$ cat config.mk
export PLATFORM = sky130hd
export DESIGN_NAME = wb_arbiter_flat
export DESIGN_NICKNAME = d
export VERILOG_FILES = /design/src/rtl/wb_arbiter_if.sv /design/src/rtl/wb_arbiter.sv /design/src/flat_wrapper.sv
export SDC_FILE = /design/constraint.sdc
export NUM_CORES = 1
export LEC_CHECK = 0
export ABC_AREA = 1
export CAP_MARGIN = 40
export CORE_MARGIN = 5
export CORE_UTILIZATION = 54
export DETAILED_ROUTE_END_ITERATION = 6
export GPL_TIMING_DRIVEN = 0
export PLACE_DENSITY = 0.8
export SETUP_SLACK_MARGIN = 0.5
export SLEW_MARGIN = 30
export SYNTH_ARGS = -nofsm -noshare
export SYNTH_HDL_FRONTEND = slang
export SYNTH_SLANG_ARGS = --single-unit
$ cat constraint.sdc
create_clock -name clk -period 3.6 [get_ports clk]
set_input_delay 0.72 -clock clk [delete_from_list [all_inputs] [get_ports clk]]
set_output_delay 0.72 -clock clk [all_outputs]
set_load 0.05 [all_outputs]
$ cat src/rtl/wb_arbiter_if.sv
// Writeback arbiter bus: per-producer result channels in, register-file write port
// and hazard-unit busy mask out.
interface wb_arbiter_if #(
    parameter int unsigned NUM_CH = 3,
    parameter int unsigned XLEN   = 32
);
    logic [NUM_CH-1:0]      ch_valid_w;
    logic [NUM_CH-1:0]      ch_ready_w;
    logic [NUM_CH*5-1:0]    ch_rd_w;
    logic [NUM_CH*XLEN-1:0] ch_data_w;
    logic                   reg_write_w;
    logic [4:0]             rd_w;
    logic [XLEN-1:0]        result_w;
    logic [NUM_CH-1:0]      grant_w;
    logic [31:0]            rd_busy_w;

    // Producer/pipeline side
    modport master (
        output ch_valid_w, ch_rd_w, ch_data_w,
        input  ch_ready_w, reg_write_w, rd_w, result_w, grant_w, rd_busy_w
    );

    // Arbiter side
    modport slave (
        input  ch_valid_w, ch_rd_w, ch_data_w,
        output ch_ready_w, reg_write_w, rd_w, result_w, grant_w, rd_busy_w
    );
endinterface

$ cat src/rtl/wb_arbiter.sv
// RV32i writeback stage: NUM_CH producer FIFOs merged onto the single register-file
// write port by a round-robin arbiter, plus a busy-register mask for the hazard unit.
// Optional macro WB_BYPASS_EN: an empty channel may be granted straight from its
// inputs for zero-cycle latency.
module wb_arbiter #(
    parameter int unsigned NUM_CH = 3,
    parameter int unsigned XLEN   = 32,
    parameter int unsigned DEPTH  = 2
) (
    input  logic         clk,
    input  logic         rst_n,
    wb_arbiter_if.slave  bus
);
    localparam int unsigned PW  = (DEPTH > 1) ? $clog2(DEPTH) : 1;
    localparam int unsigned CW  = $clog2(DEPTH) + 1;
    localparam int unsigned RW  = $clog2(NUM_CH);
    localparam int unsigned RDW = 5;

    logic [PW-1:0]   rd_ptr   [NUM_CH];
    logic [PW-1:0]   wr_ptr   [NUM_CH];
    logic [CW-1:0]   count    [NUM_CH];
    logic [RDW-1:0]  mem_rd   [NUM_CH][DEPTH];
    logic [XLEN-1:0] mem_data [NUM_CH][DEPTH];

    logic [RW-1:0]     rr_ptr;
    logic [RW-1:0]     gnt_idx;
    logic              gnt_any;
    logic [NUM_CH-1:0] grant;
    logic [NUM_CH-1:0] ready;
    logic [NUM_CH-1:0] empty;
    logic [NUM_CH-1:0] req;
    logic [NUM_CH-1:0] byp;
    logic [NUM_CH-1:0] enq;
    logic [NUM_CH-1:0] deq;
    logic [RDW-1:0]    sel_rd;
    logic [XLEN-1:0]   sel_data;
    logic [31:0]       busy;

    // Pointer increment with explicit wrap so DEPTH=1 also works
    function automatic logic [PW-1:0] ptr_inc(input logic [PW-1:0] p);
        return (32'(p) == DEPTH - 1) ? '0 : p + PW'(1);
    endfunction

    // Per-channel status and request
    always_comb begin
        ready = '0;
        empty = '0;
        req   = '0;
        for (int i = 0; i < NUM_CH; i++) begin
            ready[i] = (count[i] != CW'(DEPTH));
            empty[i] = (count[i] == '0);
`ifdef WB_BYPASS_EN
            req[i]   = !empty[i] || bus.ch_valid_w[i];
`else
            req[i]   = !empty[i];
`endif
        end
    end

    // Round-robin pick: first requester at or after rr_ptr
    always_comb begin
        int unsigned c;
        c       = 0;
        gnt_any = 1'b0;
        gnt_idx = '0;
        grant   = '0;
        for (int unsigned off = 0; off < NUM_CH; off++) begin
            c = (32'(rr_ptr) + off) % NUM_CH;
            if (!gnt_any && req[RW'(c)]) begin
                gnt_any = 1'b1;
                gnt_idx = RW'(c);
            end
        end
        if (gnt_any) begin
            grant[gnt_idx] = 1'b1;
        end
    end

    // Bypass selection, enqueue and dequeue strobes
    always_comb begin
        byp = '0;
`ifdef WB_BYPASS_EN
        if (gnt_any && empty[gnt_idx]) begin
            byp[gnt_idx] = 1'b1;
        end
`endif
        enq = bus.ch_valid_w & ready & ~byp;
        deq = grant & ~empty;
    end

    // Write-port data from the granted head (or granted inputs when bypassing)
    always_comb begin
        sel_rd   = mem_rd[gnt_idx][rd_ptr[gnt_idx]];
        sel_data = mem_data[gnt_idx][rd_ptr[gnt_idx]];
`ifdef WB_BYPASS_EN
        if (byp[gnt_idx]) begin
            sel_rd   = bus.ch_rd_w[32'(gnt_idx)*RDW +: RDW];
            sel_data = bus.ch_data_w[32'(gnt_idx)*XLEN +: XLEN];
        end
`endif
        if (!gnt_any) begin
            sel_rd   = '0;
            sel_data = '0;
        end
    end

    // Busy mask over every occupied FIFO slot; x0 never reported
    always_comb begin
        int unsigned slot;
        slot = 0;
        busy = '0;
        for (int i = 0; i < NUM_CH; i++) begin
            for (int unsigned k = 0; k < DEPTH; k++) begin
                if (CW'(k) < count[i]) begin
                    slot = (32'(rd_ptr[i]) + k) % DEPTH;
                    busy[mem_rd[i][PW'(slot)]] = 1'b1;
                end
            end
        end
        busy[0] = 1'b0;
    end

    assign bus.ch_ready_w  = ready;
    assign bus.grant_w     = grant;
    assign bus.rd_w        = sel_rd;
    assign bus.result_w    = sel_data;
    assign bus.reg_write_w = gnt_any && (sel_rd != '0);
    assign bus.rd_busy_w   = busy;

    // Control state: FIFO pointers/counts and round-robin pointer
    always_ff @(posedge clk or negedge rst_n) begin
        if (!rst_n) begin
            rr_ptr <= '0;
            for (int i = 0; i < NUM_CH; i++) begin
                count[i]  <= '0;
                rd_ptr[i] <= '0;
                wr_ptr[i] <= '0;
            end
        end else begin
            if (gnt_any) begin
                rr_ptr <= (32'(gnt_idx) == NUM_CH - 1) ? '0 : gnt_idx + RW'(1);
            end
            for (int i = 0; i < NUM_CH; i++) begin
                if (enq[i]) begin
                    wr_ptr[i] <= ptr_inc(wr_ptr[i]);
                end
                if (deq[i]) begin
                    rd_ptr[i] <= ptr_inc(rd_ptr[i]);
                end
                case ({enq[i], deq[i]})
                    2'b10:   count[i] <= count[i] + CW'(1);
                    2'b01:   count[i] <= count[i] - CW'(1);
                    default: count[i] <= count[i];
                endcase
            end
        end
    end

    // FIFO storage; contents are don't-care while count is zero
    always_ff @(posedge clk) begin
        for (int i = 0; i < NUM_CH; i++) begin
            if (enq[i]) begin
                mem_rd[i][wr_ptr[i]]   <= bus.ch_rd_w[i*RDW +: RDW];
                mem_data[i][wr_ptr[i]] <= bus.ch_data_w[i*XLEN +: XLEN];
            end
        end
    end
endmodule
$ cat src/flat_wrapper.sv
// flat-port wrapper written by rule: the top's interface ports become plain ports
module wb_arbiter_flat 
#(
    parameter int unsigned NUM_CH = 3,
    parameter int unsigned XLEN   = 32,
    parameter int unsigned DEPTH  = 2
)
  (clk, rst_n, bus_ch_valid_w, bus_ch_rd_w, bus_ch_data_w, bus_ch_ready_w, bus_reg_write_w, bus_rd_w, bus_result_w, bus_grant_w, bus_rd_busy_w);
  wb_arbiter_if #(.NUM_CH(NUM_CH), .XLEN(XLEN)) bus_i ();
  input  logic clk;
  input  logic rst_n;
  input wire logic [$bits(bus_i.ch_valid_w)-1:0] bus_ch_valid_w;
  input wire logic [$bits(bus_i.ch_rd_w)-1:0] bus_ch_rd_w;
  input wire logic [$bits(bus_i.ch_data_w)-1:0] bus_ch_data_w;
  output wire logic [$bits(bus_i.ch_ready_w)-1:0] bus_ch_ready_w;
  output wire logic [$bits(bus_i.reg_write_w)-1:0] bus_reg_write_w;
  output wire logic [$bits(bus_i.rd_w)-1:0] bus_rd_w;
  output wire logic [$bits(bus_i.result_w)-1:0] bus_result_w;
  output wire logic [$bits(bus_i.grant_w)-1:0] bus_grant_w;
  output wire logic [$bits(bus_i.rd_busy_w)-1:0] bus_rd_busy_w;
  assign bus_i.ch_valid_w = bus_ch_valid_w;
  assign bus_i.ch_rd_w = bus_ch_rd_w;
  assign bus_i.ch_data_w = bus_ch_data_w;
  assign bus_ch_ready_w = bus_i.ch_ready_w;
  assign bus_reg_write_w = bus_i.reg_write_w;
  assign bus_rd_w = bus_i.rd_w;
  assign bus_result_w = bus_i.result_w;
  assign bus_grant_w = bus_i.grant_w;
  assign bus_rd_busy_w = bus_i.rd_busy_w;
  wb_arbiter #(.NUM_CH(NUM_CH), .XLEN(XLEN), .DEPTH(DEPTH)) u_core (.clk(clk), .rst_n(rst_n), .bus(bus_i));
endmodule
==> flow_metrics.tcl <==
set metrics [dict create \
    status "complete, but fails checks" \
    violations "design-rule violations, negative setup slack" \
    placed_area_mm2 0.0149 \
    max_slew_margin 0.416 \
    syn-cell-area_mm2 0.0119 \
    synth_warnings 0 \
    fmax_mhz 230 \
    tightest_slew_ns 0.873 \
    hpwl_um 27000 \
    period_share 1.21 \
    grt_first_pass_wirelength_um 69700 \
    critPathMaxFanout 11 \
    fillers 924 \
    yosys.cell_types.count 42 \
    ys.flop_type "edfxtp_1" \
    path_class "flip-flop to output port" \
    avgSynthCellArea_um2 9.81 \
    cts_hold_buf 0 \
    antenna_found_initial 5 \
    ff_latch_area_mm2 0.00702 \
    clk_latency_ns 0.55 \
    numCtsBuffers 24 \
    dieWidth_um 158 \
    hold_class "flip-flop to flip-flop" \
    grtUsageTotal 0.370 \
    rows 54 \
    period_needed_ns 4.35 \
    cts_root_buf "clkbuf_16" \
    cap_violations 0 \
    synthDominantCellAreaShare 0.562 \
    slew_violations 0 \
    core_mm2 0.0218 \
    io_buffers 190 \
    cp_data_required_time_ns 2.88 \
    clk_pin_slew_worst_paths_ns 0.06 \
    drt_wl_total_um 58300 \
    utilization 0.860 \
    pre_cts_ws_ns -0.593 \
    dp_cells 1693 \
    drive_gt1_frac 0.403 \
    synthCells 1209 \
    ys_ff_latch 236 \
    finalHoldViolations 0 \
    finalSetupViolCount 70 \
    instances_no_fill 1838 \
    clock_sinks 236 \
    end_kind "output port" \
    start_util 0.545 \
    viasPerCell 7.03 \
    cts_tree "yes" \
    grt_max_degree 21 \
    synth-async-reset-ratio 0.0593 \
    syn_to_final_growth_pct 57.7 \
    synth_area_leaders "edfxtp_1, nand2_1, nor2_1" \
    synth_most_common_cell "nand2_1" \
    htree_levels 1 \
    yosys.area.top_type "edfxtp_1" \
    yosysSeqAreaShare 0.591 \
    synth.net_count 1340 \
    drtIter0Drc 2316 \
    die-area_mm2 0.0250 \
    start_kind "flip-flop" \
    skew_ns 0.0368 \
    crit_arrival_ns 3.63 \
    clockBufferDepth 3 \
    die_height_um 158 \
    setup_slack_ns -0.754 \
    vias 12900 \
    wl_per_cell_um 31.7 \
    rsz0062_at_grt "yes" \
    grt-ovfl-total 0 \
    dr.pass1.iters 7 \
    route.detailed.drc 157 \
    synth_common_cells "nand2_1, edfxtp_1, nor2_1" \
    grt_pass1_vias 12200 \
    ios 192 \
    nets 1671 \
    synth_edf_count 222 \
    place.gp.congestion 0.957 \
    fin_area_mm2 0.0187 \
    drtAntennaViolNets 0 \
    multi_input_area_mm2 0.00617 \
]
[routing by layer]
layer,part of all wire,GRT usage,up-vias
met1,0.29,0.420,5913
met2,0.45,0.609,1508
met5,0.0017,0.00595,-
li1,-,-,4933
met4,0.10,0.242,6
met3,0.15,0.109,560
[registers in the layout, indices dropped and copies added (netlist names)]
register	flops
u_core.mem_rd	30
u_core.wr_ptr	3
u_core.rd_ptr	3
u_core.count	6
u_core.rr_ptr	2
u_core.mem_data	192
[cells in the final DEF (no fill, tap or decap), drive strengths merged]
master / instances
bufbuf: 1
clkinv: 12
or2: 31
inv: 90
o21bai: 1
ha: 15
xor2: 6
clkinvlp: 3
nand2: 252
clkbuf: 48
a31oi: 39
buf: 220
o22ai: 33
dfrtp: 14
conb: 1
diode: 3
nor2: 193
edfxtp: 222
nor3: 7
o31a: 10
a21oi: 52
o221ai: 22
nand3: 25
xnor2: 6
clkdlybuf4s50: 118
nand3b: 1
o31ai: 37
o21ai: 96
[stage by stage]
stage | setup TNS (ns) | hold slack (ns)
after global routing | -30.03 | 0.581
final | -25.59 | 0.573
after detailed placement | -23.01 | 0.494
after global placement | -21.21 | 0.488
after floorplan | 0 | 0.424
after CTS | -3.15 | 0.521
[critical path, cell delays in order (launching register included)]
cell	delay, ns
dfrtp_1	0.45
inv_2	0.14
ha_4	0.22
buf_4	0.14
o21ai_1	0.12
a31oi_2	0.26
nand2_4	0.15
buf_4	0.20
buf_12	0.15
nand2_1	0.35
o21ai_2	0.12
o21ai_1	0.19
nand2_1	0.12
nor2_4	0.16
nor2_1	0.06
nand2_1	0.07
buf_6	0.15
[final timing paths]
| kind | endpoint | startpoint | depth (start not counted) | slack, ns |
|---|---|---|---|---|
| worst min-delay path | u_core.count[0]$_DFFE_PN0P_ | u_core.count[0]$_DFFE_PN0P_ | 2 | 0.57 |
| worst max register to register | u_core.count[5]$_DFFE_PN0P_ | u_core.rr_ptr[1]$_DFFE_PN0P_ | 16 | 0.56 |
| max in group asynchronous | u_core.count[3]$_DFFE_PN0P_ | rst_n | 1 | 2.40 |
| worst min register to register | u_core.count[0]$_DFFE_PN0P_ | u_core.count[0]$_DFFE_PN0P_ | 2 | 0.57 |
| min in group asynchronous | u_core.rd_ptr[0]$_DFFE_PN0N_ | rst_n | 1 | 0.66 |
| worst max-delay path | bus_reg_write_w | u_core.rr_ptr[1]$_DFFE_PN0P_ | 16 | -0.75 |
[logic make-up after synthesis]
logic type / synth area share
other cells: 0.000316
flops: 0.591
xor+xnor: 0.00886
fa+ha+maj: 0.0158
simple gates: 0.177
compound gates: 0.150
buf+inv: 0.0567
[repair_timing]
action,CTS,global route
endpoints found under the setup margin,72,72
buffers inserted,51,40
gates cloned,6,4
pin swaps,94,105
resized for setup,924,206
[final cells by class]
type                            instances  share of cell area
Sequential cell                       236               0.375
Multi-Input combinational cell        827               0.330
Timing Repair Buffer                  304               0.183
Buffer                                 56              0.0352
Clock buffer                           27              0.0327
Inverter                               91              0.0208
Tap cell                              280              0.0187
Clock inverter                         14             0.00448
Antenna cell                            3            0.000401
Power is left out: the tool's default activity adds up to more than one toggle a clock period on the data nets, which glitch-free logic cannot reach.
